`config.mk`:
```
export PLATFORM = sky130hd
export DESIGN_NAME = encoder_8b10b_flat
export DESIGN_NICKNAME = d
export VERILOG_FILES = /design/src/rtl/encoder_8b10b_if.sv /design/src/rtl/encoder_8b10b.sv /design/src/flat_wrapper.sv
export SDC_FILE = /design/constraint.sdc
export NUM_CORES = 1
export LEC_CHECK = 0
export CAP_MARGIN = 40
export CORE_MARGIN = 2
export CORE_UTILIZATION = 60
export CTS_BUF_LIST = sky130_fd_sc_hd__clkbuf_8 sky130_fd_sc_hd__clkbuf_16
export DETAILED_ROUTE_END_ITERATION = 12
export GPL_ROUTABILITY_DRIVEN = 1
export PLACE_DENSITY = 0.86
export SLEW_MARGIN = 20
export SYNTH_ARGS = -nofsm -noshare
export SYNTH_HDL_FRONTEND = slang
export SYNTH_SLANG_ARGS = --single-unit
export TNS_END_PERCENT = 30
```
`constraint.sdc`:
```
create_clock -name i_clk -period 11.5 [get_ports i_clk]
set_input_delay 1.725 -clock i_clk [delete_from_list [all_inputs] [get_ports i_clk]]
set_output_delay 1.725 -clock i_clk [all_outputs]
set_load 0.02 [all_outputs]
```
`src/rtl/encoder_8b10b_if.sv`:
```
// Symbol-side bus of the 8b/10b transmit encoder: byte handshake in, 10-bit symbol out.
// Port names keep the i_/o_ direction prefixes of the original block.
interface encoder_8b10b_if;
   logic       i_en;
   logic [7:0] i_8b;
   logic       i_ctrl;
   logic       i_valid;
   logic       o_ready;
   logic [9:0] o_10b;
   logic       o_valid;
   logic       o_disp;
   logic       o_idle;
   logic       o_code_err;

   modport master (
      output i_en, i_8b, i_ctrl, i_valid,
      input  o_ready, o_10b, o_valid, o_disp, o_idle, o_code_err
   );

   modport slave (
      input  i_en, i_8b, i_ctrl, i_valid,
      output o_ready, o_10b, o_valid, o_disp, o_idle, o_code_err
   );
endinterface

```
`src/rtl/encoder_8b10b.sv`:
```
// Registered 8b/10b transmit encoder: one-entry holding register, running disparity,
// automatic IDLE_K insertion when nothing is pending and for illegal K requests.
module encoder_8b10b #(
   parameter logic [7:0] IDLE_K = 8'hBC
) (
   input logic          i_clk,
   input logic          i_aresetn,
   encoder_8b10b_if.slave bus
);

   typedef struct packed {
      logic [7:0] data;
      logic       ctrl;
   } entry_t;

   // 5b/6b codes in abcdei order (bit 5 = a), RD- column; RD+ is the complement where it differs.
   localparam logic [31:0][5:0] D6 = {
      6'b101011, 6'b011110, 6'b101110, 6'b001110, 6'b110110, 6'b010110, 6'b100110, 6'b110011,
      6'b111010, 6'b011010, 6'b101010, 6'b001011, 6'b110010, 6'b010011, 6'b100011, 6'b011011,
      6'b010111, 6'b011100, 6'b101100, 6'b001101, 6'b110100, 6'b010101, 6'b100101, 6'b111001,
      6'b111000, 6'b011001, 6'b101001, 6'b110101, 6'b110001, 6'b101101, 6'b011101, 6'b100111
   };
   // 3b/4b codes in fghj order (bit 3 = f), column used when RD after the 6b block is RD-.
   localparam logic [7:0][3:0] D4 = {
      4'b1110, 4'b0110, 4'b1010, 4'b1101, 4'b1100, 4'b0101, 4'b1001, 4'b1011
   };
   localparam logic [7:0][3:0] K4 = {
      4'b0111, 4'b1001, 4'b0101, 4'b1101, 4'b1100, 4'b1010, 4'b0110, 4'b1011
   };

   entry_t     hold;
   entry_t     sel;
   logic       full;
   logic       rd;
   logic       ready;
   logic       accept;
   logic       sel_idle;
   logic       sel_err;
   logic [4:0] x;
   logic [2:0] y;
   logic [5:0] c6;
   logic [5:0] s6;
   logic [3:0] c4;
   logic [3:0] s4;
   logic       inv6;
   logic       inv4;
   logic       rd6;
   logic       rd_nxt;
   logic       alt7;
   logic [9:0] sym;

   function automatic logic k_ok(input logic [7:0] b);
      return (b[4:0] == 5'd28) ||
             (b[7:5] == 3'b111 && (b[4:0] == 5'd23 || b[4:0] == 5'd27 ||
                                   b[4:0] == 5'd29 || b[4:0] == 5'd30));
   endfunction

   assign ready       = !full || bus.i_en;
   assign accept      = bus.i_valid && ready;
   assign bus.o_ready = ready;
   assign bus.o_disp  = rd;

   always_comb begin
      sel.data = IDLE_K;
      sel.ctrl = 1'b1;
      sel_idle = 1'b1;
      sel_err  = 1'b0;
      if (full) begin
         sel_idle = 1'b0;
         if (hold.ctrl && !k_ok(hold.data)) sel_err = 1'b1;
         else                               sel     = hold;
      end

      x  = sel.data[4:0];
      y  = sel.data[7:5];
      c6 = (sel.ctrl && x == 5'd28) ? 6'b001111 : D6[x];
      // D.7 is balanced but still has distinct RD-/RD+ forms
      inv6 = ($countones(c6) != 3) || (!sel.ctrl && x == 5'd7);
      s6   = (rd && inv6) ? ~c6 : c6;
      rd6  = rd ^ ($countones(c6) != 3);

      alt7 = rd6 ? (x == 5'd11 || x == 5'd13 || x == 5'd14)
                 : (x == 5'd17 || x == 5'd18 || x == 5'd20);
      if (sel.ctrl) begin
         c4   = K4[y];
         inv4 = 1'b1;
      end else if (y == 3'd7) begin
         c4   = alt7 ? 4'b0111 : 4'b1110;
         inv4 = 1'b1;
      end else begin
         c4   = D4[y];
         inv4 = (y == 3'd0 || y == 3'd3 || y == 3'd4);
      end
      s4     = (rd6 && inv4) ? ~c4 : c4;
      rd_nxt = rd6 ^ ($countones(c4) != 2);

      // a lands on bit 0 and j on bit 9, so both sub-blocks are bit-reversed
      sym = {s4[0], s4[1], s4[2], s4[3], s6[0], s6[1], s6[2], s6[3], s6[4], s6[5]};
   end

   always_ff @(posedge i_clk or negedge i_aresetn) begin
      if (!i_aresetn) begin
         hold           <= '0;
         full           <= 1'b0;
         rd             <= 1'b0;
         bus.o_10b      <= 10'h000;
         bus.o_valid    <= 1'b0;
         bus.o_idle     <= 1'b0;
         bus.o_code_err <= 1'b0;
      end else begin
         if (accept) begin
            hold.data <= bus.i_8b;
            hold.ctrl <= bus.i_ctrl;
         end
         full           <= accept || (full && !bus.i_en);
         bus.o_valid    <= bus.i_en;
         bus.o_code_err <= bus.i_en && sel_err;
         if (bus.i_en) begin
            bus.o_10b  <= sym;
            bus.o_idle <= sel_idle;
            rd         <= rd_nxt;
         end
      end
   end

endmodule

```
`src/flat_wrapper.sv`:
```
// flat-port wrapper written by rule: the top's interface ports become plain ports
module encoder_8b10b_flat 
#(
   parameter logic [7:0] IDLE_K = 8'hBC
)
  (i_clk, i_aresetn, bus_i_en, bus_i_8b, bus_i_ctrl, bus_i_valid, bus_o_ready, bus_o_10b, bus_o_valid, bus_o_disp, bus_o_idle, bus_o_code_err);
  encoder_8b10b_if bus_i ();
  input logic i_clk;
  input logic i_aresetn;
  input wire logic [$bits(bus_i.i_en)-1:0] bus_i_en;
  input wire logic [$bits(bus_i.i_8b)-1:0] bus_i_8b;
  input wire logic [$bits(bus_i.i_ctrl)-1:0] bus_i_ctrl;
  input wire logic [$bits(bus_i.i_valid)-1:0] bus_i_valid;
  output wire logic [$bits(bus_i.o_ready)-1:0] bus_o_ready;
  output wire logic [$bits(bus_i.o_10b)-1:0] bus_o_10b;
  output wire logic [$bits(bus_i.o_valid)-1:0] bus_o_valid;
  output wire logic [$bits(bus_i.o_disp)-1:0] bus_o_disp;
  output wire logic [$bits(bus_i.o_idle)-1:0] bus_o_idle;
  output wire logic [$bits(bus_i.o_code_err)-1:0] bus_o_code_err;
  assign bus_i.i_en = bus_i_en;
  assign bus_i.i_8b = bus_i_8b;
  assign bus_i.i_ctrl = bus_i_ctrl;
  assign bus_i.i_valid = bus_i_valid;
  assign bus_o_ready = bus_i.o_ready;
  assign bus_o_10b = bus_i.o_10b;
  assign bus_o_valid = bus_i.o_valid;
  assign bus_o_disp = bus_i.o_disp;
  assign bus_o_idle = bus_i.o_idle;
  assign bus_o_code_err = bus_i.o_code_err;
  encoder_8b10b #(.IDLE_K(IDLE_K)) u_core (.i_clk(i_clk), .i_aresetn(i_aresetn), .bus(bus_i));
endmodule
```
# After elaboration in Yosys (flattened, before gate mapping)
# Memories as Yosys holds them, arrays and structs flattened.
# Cells that the tools add are included.
# W data, S select, Z words.
[op_classes]
bitwise_logic = 4
n_eq_ne = 19
addsub = 8
reduce_logical = 27
order_cmp = 2
n_mux = 17
[ops]
columns = ["cell", "n"]
rows = [
  ["$add A32 B32 Y32", 3],
  ["$ne A32 B3 Y1 const B", 2],
  ["$eq A5 B5 Y1 const B", 9],
  ["$mux W4", 6],
  ["$mux W6", 3],
  ["$mux W9", 2],
  ["$eq A5 B4 Y1 const B", 3],
  ["$logic_or A1 B1 Y1", 13],
  ["$add A1 B1 Y2", 5],
  ["$eq A3 B3 Y1 const B", 3],
  ["$logic_and A1 B1 Y1", 9],
  ["$lt A5 B6 Y1 const B", 1],
  ["$mux W1", 6],
  ["$not A6 Y6", 1],
  ["$eq A5 B3 Y1 const B", 1],
  ["$logic_not A1 Y1", 4],
  ["$lt A3 B4 Y1 const B", 1],
  ["$not A4 Y4", 1],
  ["$eq A3 B2 Y1 const B", 1],
  ["$logic_not A3 Y1", 1],
  ["$xor A1 B1 Y1", 2],
]
[word_totals]
memories = 3
output_inout_bits = 15
mem_bits_ro = 256
word_cells = 88
reg_bits = 24
in_bits = 13
[memory_table]
columns = ["name", "words", "word_bits", "rd", "rd_clocked_by_memory_dff", "write_ports", "line", "source"]
rows = [
  ["(no name shown)", 32, 6, 1, 0, 0, "encoder_8b10b.sv:76", "c6 = (sel.ctrl && x == 5'd28) ? 6'b001111 : D6[x];"],
  ["(no name shown)", 8, 4, 1, 0, 0, "encoder_8b10b.sv:85", "c4 = K4[y];"],
  ["(no name shown)", 8, 4, 1, 0, 0, "encoder_8b10b.sv:91", "c4 = D4[y];"],
]

# Depth between registers and ports, before layout
# Gate-level depths: netlist of run 1.
[logic_depth]
depth_word = 26
ltp_mapped = 27
mapped_depth_nobuf = 25

# Worst setup path before layout of run 1
# Ideal clock, no wire load.
[synth_timing]
path_kind = "flip-flop to flip-flop"
from = "reg u_core.hold[4] (netlist bit)"
to = "reg u_core.rd, in the netlist u_core.bus.o_disp"
arrival_ns = 6.087
synth_period_minus_slack_ns = 6.218
required_ns = 11.369
n_path_buf = 2
path_stages_with_launch = 28
path_slack_ns = 5.282
setup_ns = 0.131
path_cell_list = "dfrtp_1 buf_1 a22o_1 o211ai_2 a31oi_1 nand2_1 inv_1 ha_1 clkbuf_1 inv_1 nor2_1 nor3_1 a211oi_1 a21oi_1 ha_1 fa_1 ha_1 and4bb_2 xnor2_1 mux2i_1 a22o_1 ha_1 ha_1 fa_1 nor3b_1 xor2_1 nand2_1 xnor2_1"
[synth_between]
elab_chain_cells = 26
word_cells_on_any_way = 50
cone_classes = "8 x add/sub; 15 x eq/ne; 10 x mux; 2 x bitwise; 12 x reduce/logical; 3 x memory"
[synth_rtl]
columns = ["item", "line", "source"]
rows = [
  ["start: declaration", "encoder_8b10b.sv:31", "entry_t hold;"],
  ["$eq A5 B5 Y1", "encoder_8b10b.sv:54", "(b[7:5] == 3'b111 && (b[4:0] == 5'd23 || b[4:0] == 5'd27 ||"],
  ["$logic_or A1 B1 Y1 (2 in series)", "encoder_8b10b.sv:54", ""],
  ["$logic_or A1 B1 Y1", "encoder_8b10b.sv:55", "b[4:0] == 5'd29 || b[4:0] == 5'd30));"],
  ["$logic_and A1 B1 Y1", "encoder_8b10b.sv:54", ""],
  ["$logic_or A1 B1 Y1", "encoder_8b10b.sv:53", "return (b[4:0] == 5'd28) ||"],
  ["$logic_not A1 Y1", "encoder_8b10b.sv:70", "if (hold.ctrl && !k_ok(hold.data)) sel_err = 1'b1;"],
  ["$logic_and A1 B1 Y1", "encoder_8b10b.sv:70", ""],
  ["$mux W9 (*)", "encoder_8b10b.sv:70", ""],
  ["(+9 left out)", "--", ""],
  ["$mux W1", "encoder_8b10b.sv:82", "alt7 = rd6 ? (x == 5'd11 || x == 5'd13 || x == 5'd14)"],
  ["$mux W4", "encoder_8b10b.sv:88", "c4 = alt7 ? 4'b0111 : 4'b1110;"],
  ["$mux W4", "encoder_8b10b.sv:87", "end else if (y == 3'd7) begin"],
  ["$mux W4", "encoder_8b10b.sv:84", "if (sel.ctrl) begin"],
  ["$add A1 B1 Y2 (implied by the code)", "encoder_8b10b.sv:95", "rd_nxt = rd6 ^ ($countones(c4) != 2);"],
  ["$add A32 B32 Y32 (implied by the code)", "encoder_8b10b.sv:95", ""],
  ["$ne A32 B3 Y1", "encoder_8b10b.sv:95", ""],
  ["$xor A1 B1 Y1 (*)", "encoder_8b10b.sv:95", ""],
  ["end signal: assignment", "encoder_8b10b.sv:121", "rd <= rd_nxt;"],
  ["end: declaration", "encoder_8b10b.sv:34", "logic rd;"],
]
# Mark *: on every way between the ends. The rest lies on a longest branch, timed or not. The select of a mux whose other input is x is not followed.
# A chain may end at the register's enable or synchronous reset.

# Worst setup path after layout of run 1
# Same ends and word-level chain as after synthesis.

==> flow_summary.json, run 1 <==
{
  "cts_sinks": 24,
  "synthesis.area_um2": 2080,
  "r2r_setup_slack_ns": 4.34,
  "vias_per_cell": 6.17,
  "hold_depth": 1,
  "ctsRootBufferMaster": "clkbuf_8",
  "yosys_register_bits": 24,
  "ff2ff_path_depth": 25,
  "place_congestion": 1.01,
  "area_growth_pct": 16.4,
  "hp-start": "u_core.bus.o_10b[3]",
  "maxSlewViolCount": 0,
  "seq_area_frac_synth_pct": 28.9,
  "setup_tns_ns": 0,
  "p_leak_nw": 1.04,
  "grt_antenna_before_repair": 0,
  "hold_viol_final": 0,
  "reg2reg_from": "u_core.hold[4]",
  "setup_viol": 0,
  "clkTransAtPathRegs_ns": 0.09,
  "yosysTopAreaCell": "dfrtp_1",
  "io_pins": 28,
  "startpoint_type": "flop",
  "holdCritPathClass": "reg2reg",
  "vdd_ir_drop_max_v": 0.0000886,
  "worstMarginPinSlew_ns": 0.837,
  "p_seq_share_pct": 28.1,
  "grt_pass1_wl_mm": 8.60,
  "synth_area_leaders": "dfrtp_1 29%, ha_1 8.4%, mux2_2 6.5%, nand2_1 3.8%, a21oi_1 3.1%",
  "clk_path_buf_depth": 2,
  "crit_required_ns": 11.66,
  "relSlewSlack_pct": 44.1,
  "cts_tree": "yes",
  "met3_usage_pct": 3.78,
  "rows": 21,
  "grt_pass1_vias": 1757,
  "p_int_uw": 287,
  "power.switching_uw": 202,
  "power_density_nw_per_um2": 202,
  "crit_arrival_ns": 7.32,
  "power_frac_comb_pct": 56.2,
  "rsz0062_at_grt": "no",
  "synth_cell_types": 55,
  "maxCapViolCount": 0,
  "path_class": "reg2reg",
  "route.detailed.drc": 0,
  "max_freq_mhz": 140,
  "postCtsResizedCells": 0,
  "synth.top_cell.area_share_pct": 28.9,
  "dr.first_iter.drc_count": 167,
  "ys_warn_count": 0,
  "switching_share_pct": 41.3,
  "portBuffers": 27,
  "period_minus_slack_ns": 7.16,
  "core_area_um2": 3340,
  "fin_nets": 280,
  "synth_edf_count": 0,
  "synth_most_common_cell": "dfrtp_1",
  "gr-usage-all-layers_pct": 27.4,
  "die_h_um": 62.8,
  "dr.pass1.iters": 5,
  "clkPwrFrac_pct": 15.6,
  "yosys-top-cells-count": "24 x dfrtp_1, 21 x nand2_1, 14 x ha_1, 14 x nor2_1, 13 x a21oi_1",
  "start_util_pct": 62.2,
  "end_kind": "flop",
  "skew_ns": 0.00360,
  "hold_ws_ns": 0.501,
  "yosys_most_used_dff": "dfrtp_1",
  "htreeDepth": 1,
  "met1_usage_pct": 36.7,
  "worstReg2RegEnd": "u_core.bus.o_disp",
  "finalCritPeriodShare_pct": 62.2,
  "grt-ovfl-total": 0,
  "vias": 1821,
  "use_met2_pct": 45.3,
  "fillerInstances": 269,
  "path_max_fanout": 21,
  "avgSynthCellArea_um2": 8.99,
  "netlist_instances": 231,
  "wl_mm": 4.92,
  "cts_setup_buffers": 0,
  "drive_gt1_share_pct": 8.43,
  "grt_most_used_layer": "met2",
  "synth-async-reset-ratio_pct": 100,
  "dp_hpwl_mm": 3.66,
  "dieArea_um2": 3950,
  "clkLatencyLatePin_ns": 0.27,
  "hold_buffers": 0,
  "ant_nets": 0,
  "diodes": 0,
  "grt_max_degree": 22,
  "cts_buffers": 3,
  "post_drt_wl_per_cell_um": 16.7,
  "die_w_um": 62.8,
  "synthesis.nets": 261,
  "outcome": "complete, no violations",
  "worstHoldEndpoint": "u_core.bus.o_10b[3]"
}
## sequential cells by signal, summed over array words and instances (netlist names)
name / count
u_core.bus.o_idle: 1
u_core.bus.o_disp: 1
u_core.hold: 9
u_core.bus.o_valid: 1
u_core.bus.o_code_err: 1
u_core.bus.o_10b: 10
u_core.full: 1
## routing by layer
layer  routed length (µm)  vias up
met1                 2100      844
met5                    0        -
li1                     -      879
met4                  135        0
met3                  332       12
met2                 2350       86
## logic make-up after synthesis
group	synth area share [%]
buffers and inverters	5.73
multiplexers	7.96
AND/OR/NAND/NOR	18.6
XOR/XNOR	5.91
AO/OA/AOI/OAI	21.5
flip-flops	28.9
adder cells (fa/ha/maj)	11.3
## area by class of cell
type | count | area (µm²) | share of cell area [%]
flip-flops and latches | 24 | 601 | 24.9
well taps | 46 | 57.6 | 2.38
clock buffers | 3 | 41.3 | 1.71
repair buffers | 28 | 282 | 11.7
inverters | 13 | 48.8 | 2.02
clock inverters | 1 | 30.0 | 1.24
multi-input cells | 180 | 1360 | 56.1
## layout by cell type, fill, tap and decap left out, types with 7 or more instances in the layout
cell type	instances
clkdlybuf4s50_1	27
dfrtp_1	24
nand2_1	21
nor2_1	14
ha_1	14
a21oi_1	13
inv_1	12
mux2_2	12
o21ai_0	8
xor2_1	7
a211oi_1	7
nor3_1	7
xnor2_1	7
## power groups by stage
| stage | registers [mW] | logic, mW | clock network [mW] |
|---|---|---|---|
| after floorplan | 0.152 | 0.175 | 0 |
| after global placement | 0.137 | 0.265 | 0 |
| after detailed placement | 0.138 | 0.272 | 0 |
| after CTS | 0.137 | 0.275 | 0.0766 |
| after global routing | 0.141 | 0.306 | 0.0807 |
| final | 0.137 | 0.275 | 0.0764 |
## stage by stage
stage / power (mW) / util [%] / area [µm²] / setup slack, ns / instances
detailed placement: 0.410 / 70.3 / 2340 / 4.56 / 291
global placement: 0.402 / 69.9 / 2330 / 4.62 / 290
finish: 0.488 / 72.4 / 2420 / 4.34 / 295
global route: 0.527 / 72.4 / 2420 / 3.86 / 295
floorplan: 0.327 / - / 2080 / 5.28 / 231
CTS: 0.488 / 72.4 / 2420 / 4.45 / 295
## worst max path at each step
stage | from | endpoint | slack (ns) | depth (start not counted)
final | u_core.hold[4] | u_core.bus.o_disp | 4.34 | 25
after global routing | u_core.hold[4] | u_core.bus.o_disp | 3.86 | 25
after CTS | u_core.hold[4] | u_core.bus.o_disp | 4.45 | 25
after detailed placement | u_core.hold[4] | u_core.bus.o_disp | 4.56 | 25
after global placement | u_core.hold[4] | u_core.bus.o_disp | 4.62 | 25
after floorplan | u_core.hold[4] | u_core.bus.o_disp | 5.28 | 27
## worst max-delay path, cell delays in order (launching register included)
cell	delay (ns)
dfrtp_1	0.76
xor2_1	0.30
o211ai_2	0.18
a31oi_1	0.50
nand2_1	0.26
inv_1	0.16
ha_1	0.39
inv_1	0.17
nor2_1	0.15
nor3_1	0.07
a211oi_1	0.41
a21oi_1	0.13
ha_1	0.25
fa_1	0.46
ha_1	0.30
and4bb_2	0.25
xnor2_1	0.25
mux2i_1	0.29
a22o_1	0.22
ha_1	0.24
ha_1	0.21
fa_1	0.47
nor3b_1	0.22
xor2_1	0.16
nand2_1	0.08
xnor2_1	0.15
Power figures use the tool's default switching activity.
==> run 2: changes to the inputs <==
CORE_UTILIZATION = 55   (was 60)
PLACE_DENSITY = 0.8   (was 0.86)
clock period = 6.8 ns   (was 11.5 ns; I/O delays follow)
==> run 2 against run 1 <==
  * Cell count up 2.4%
  * Hold slack worse by 0.011 ns
  * Power up 71%
  * Fmax up 12%
  * Sequential power up 64%
  * Combinational power up 75%
  * Critical path depth unchanged
  * Die area up 8.5%
  * Critical endpoint unchanged
  * Largest cell class unchanged
  * Highest routed layer unchanged
==> flow_summary.json, run 2 (same netlist as run 1, synthesis figures left out) <==
{
  "layout_common_cells": "27 x clkdlybuf4s50_1, 23 x dfrtp_1, 21 x nand2_1",
  "dieArea_um2": 4280,
  "critPathSlowestCell": "fa_1",
  "dr.first_iter.drc_count": 138,
  "ctsRootBufferMaster": "clkbuf_8",
  "p_leak_nw": 1.07,
  "grt_pass1_vias": 1697,
  "max_stage_delay_ns": 0.49,
  "critPathMostFrequentCell": "ha_1",
  "grt_max_degree": 19,
  "clkLatencyLatePin_ns": 0.28,
  "clk_path_buf_depth": 2,
  "wl_mm": 4.94,
  "cts_buffers": 3,
  "worstMarginPinSlew_ns": 0.663,
  "vdd_ir_drop_max_v": 0.000135,
  "fillerInstances": 309,
  "route.detailed.drc": 0,
  "dp_hpwl_mm": 3.75,
  "startpoint_type": "flop",
  "outcome": "complete, no violations",
  "core_area_um2": 3630,
  "diodes": 0,
  "hold_buffers": 0,
  "vias": 1882,
  "max_freq_mhz": 156,
  "period_minus_slack_ns": 6.41,
  "gr-usage-all-layers_pct": 25.2,
  "path_max_fanout": 18,
  "largestRegisters": "u_core.bus.o_10b x10, u_core.hold x9",
  "die_w_um": 65.4,
  "cts_setup_buffers": 0,
  "cts_sinks": 24,
  "relSlewSlack_pct": 55.7,
  "place_congestion": 0.995,
  "largest_register_ff_count": 10,
  "rsz0062_at_grt": "no",
  "ant_nets": 0,
  "rows": 22,
  "htreeDepth": 1,
  "start_util_pct": 57.1,
  "finalCritPeriodShare_pct": 94.3,
  "end_kind": "flop",
  "grt_antenna_before_repair": 0,
  "grt_pass1_wl_mm": 8.34,
  "hold_viol_final": 0,
  "crit_required_ns": 6.97,
  "power_density_nw_per_um2": 337,
  "crit_arrival_ns": 6.58,
  "clkTransAtPathRegs_ns": 0.09,
  "die_h_um": 65.4,
  "maxSlewViolCount": 0,
  "drive_gt1_share_pct": 11.8,
  "vias_per_cell": 6.23,
  "area_growth_pct": 19.2,
  "skew_ns": 0.00113,
  "io_pins": 28,
  "grt-ovfl-total": 0,
  "final_common_cell": "clkdlybuf4s50_1",
  "regMostFlops": "u_core.bus.o_10b",
  "setup_viol": 0,
  "cts_tree": "yes",
  "setup_tns_ns": 0,
  "dr.pass1.iters": 5,
  "maxCapViolCount": 0,
  "fin_nets": 285,
  "path_class": "reg2reg",
  "final_util_pct": 68.1,
  "portBuffers": 27,
  "holdCritPathClass": "reg2reg",
  "post_drt_wl_per_cell_um": 16.4
}
-- run 2: cell count changes in the layout (fill, tap and decap cells not counted), sizes merged --
| cell | delta |
|---|---|
| buf | +5 |
-- run 2: area by class of cell --
cell class                      count  area [µm²]  area share [%]
Clock inverter                      1        30.0            1.21
Inverter                           13        48.8            1.97
Sequential cell                    24         602            24.3
Clock buffer                        3        41.3            1.67
Tap cell                           48        60.1            2.43
Timing Repair Buffer               33         323            13.0
Multi-Input combinational cell    180        1370            55.4
-- run 2: worst paths after layout --
check                             startpoint                  end  slack, ns  cells past startpoint
setup / recovery              u_core.hold[3]    u_core.bus.o_disp       0.39                     25
hold / removal             u_core.bus.o_idle    u_core.bus.o_idle       0.49                      2
setup reg to reg              u_core.hold[3]    u_core.bus.o_disp       0.39                     25
hold reg to reg            u_core.bus.o_idle    u_core.bus.o_idle       0.49                      2
max in group asynchronous          i_aresetn       u_core.hold[1]       5.30                      2
min in group asynchronous          i_aresetn  u_core.bus.o_10b[4]       1.03                      1
-- run 2: metrics by stage --
step / total power [mW] / worst slack (ns) / cell area, µm² / std cells / hold WS, ns
2_1_floorplan: 0.553 / 0.582 / 2080 / 231 / 0.527
3_3_place_gp: 0.685 / 0.573 / 2370 / 297 / 0.476
3_5_place_dp: 0.702 / 0.378 / 2390 / 298 / 0.477
4_1_cts: 0.833 / 0.318 / 2460 / 302 / 0.499
5_1_grt: 0.893 / 0.0334 / 2470 / 302 / 0.514
6_report: 0.834 / 0.388 / 2470 / 302 / 0.490
-- run 2: worst max-delay path, delay by kind of cell, from the launching register on --
kind | cells | cell delay, ns
muxes | 1 | 0.26
buffers and inverters | 3 | 0.42
and+or+nand+nor | 4 | 0.78
AOI/OAI and AO/OA | 7 | 1.68
xor gates and xnor gates | 3 | 0.55
adders and majority gates | 7 | 2.21
DFF | 1 | 0.39
-- run 2: timing repair --
action                     in CTS  in global routing
hold endpoints to repair        0                  0
setup endpoints to repair       0                  1
gates resized for setup         0                  4
-- run 2: metal layers --
| metal | global-route usage (%) | share of wire [%] | up-vias |
|---|---|---|---|
| met2 | 44.0 | 49 | 102 |
| met5 | 0 | 0 | - |
| met1 | 32.7 | 43 | 886 |
| li1 | - | - | 883 |
| met4 | 7.55 | 2.0 | 0 |
| met3 | 2.91 | 6.1 | 11 |
-- run 2: where the power goes --
group / switching (mW) / leakage [nW] / internal, mW
combinational: 0.254 / 0.750 / 0.226
sequential: 0.0379 / 0.280 / 0.187
clock: 0.0509 / 0.0357 / 0.0789
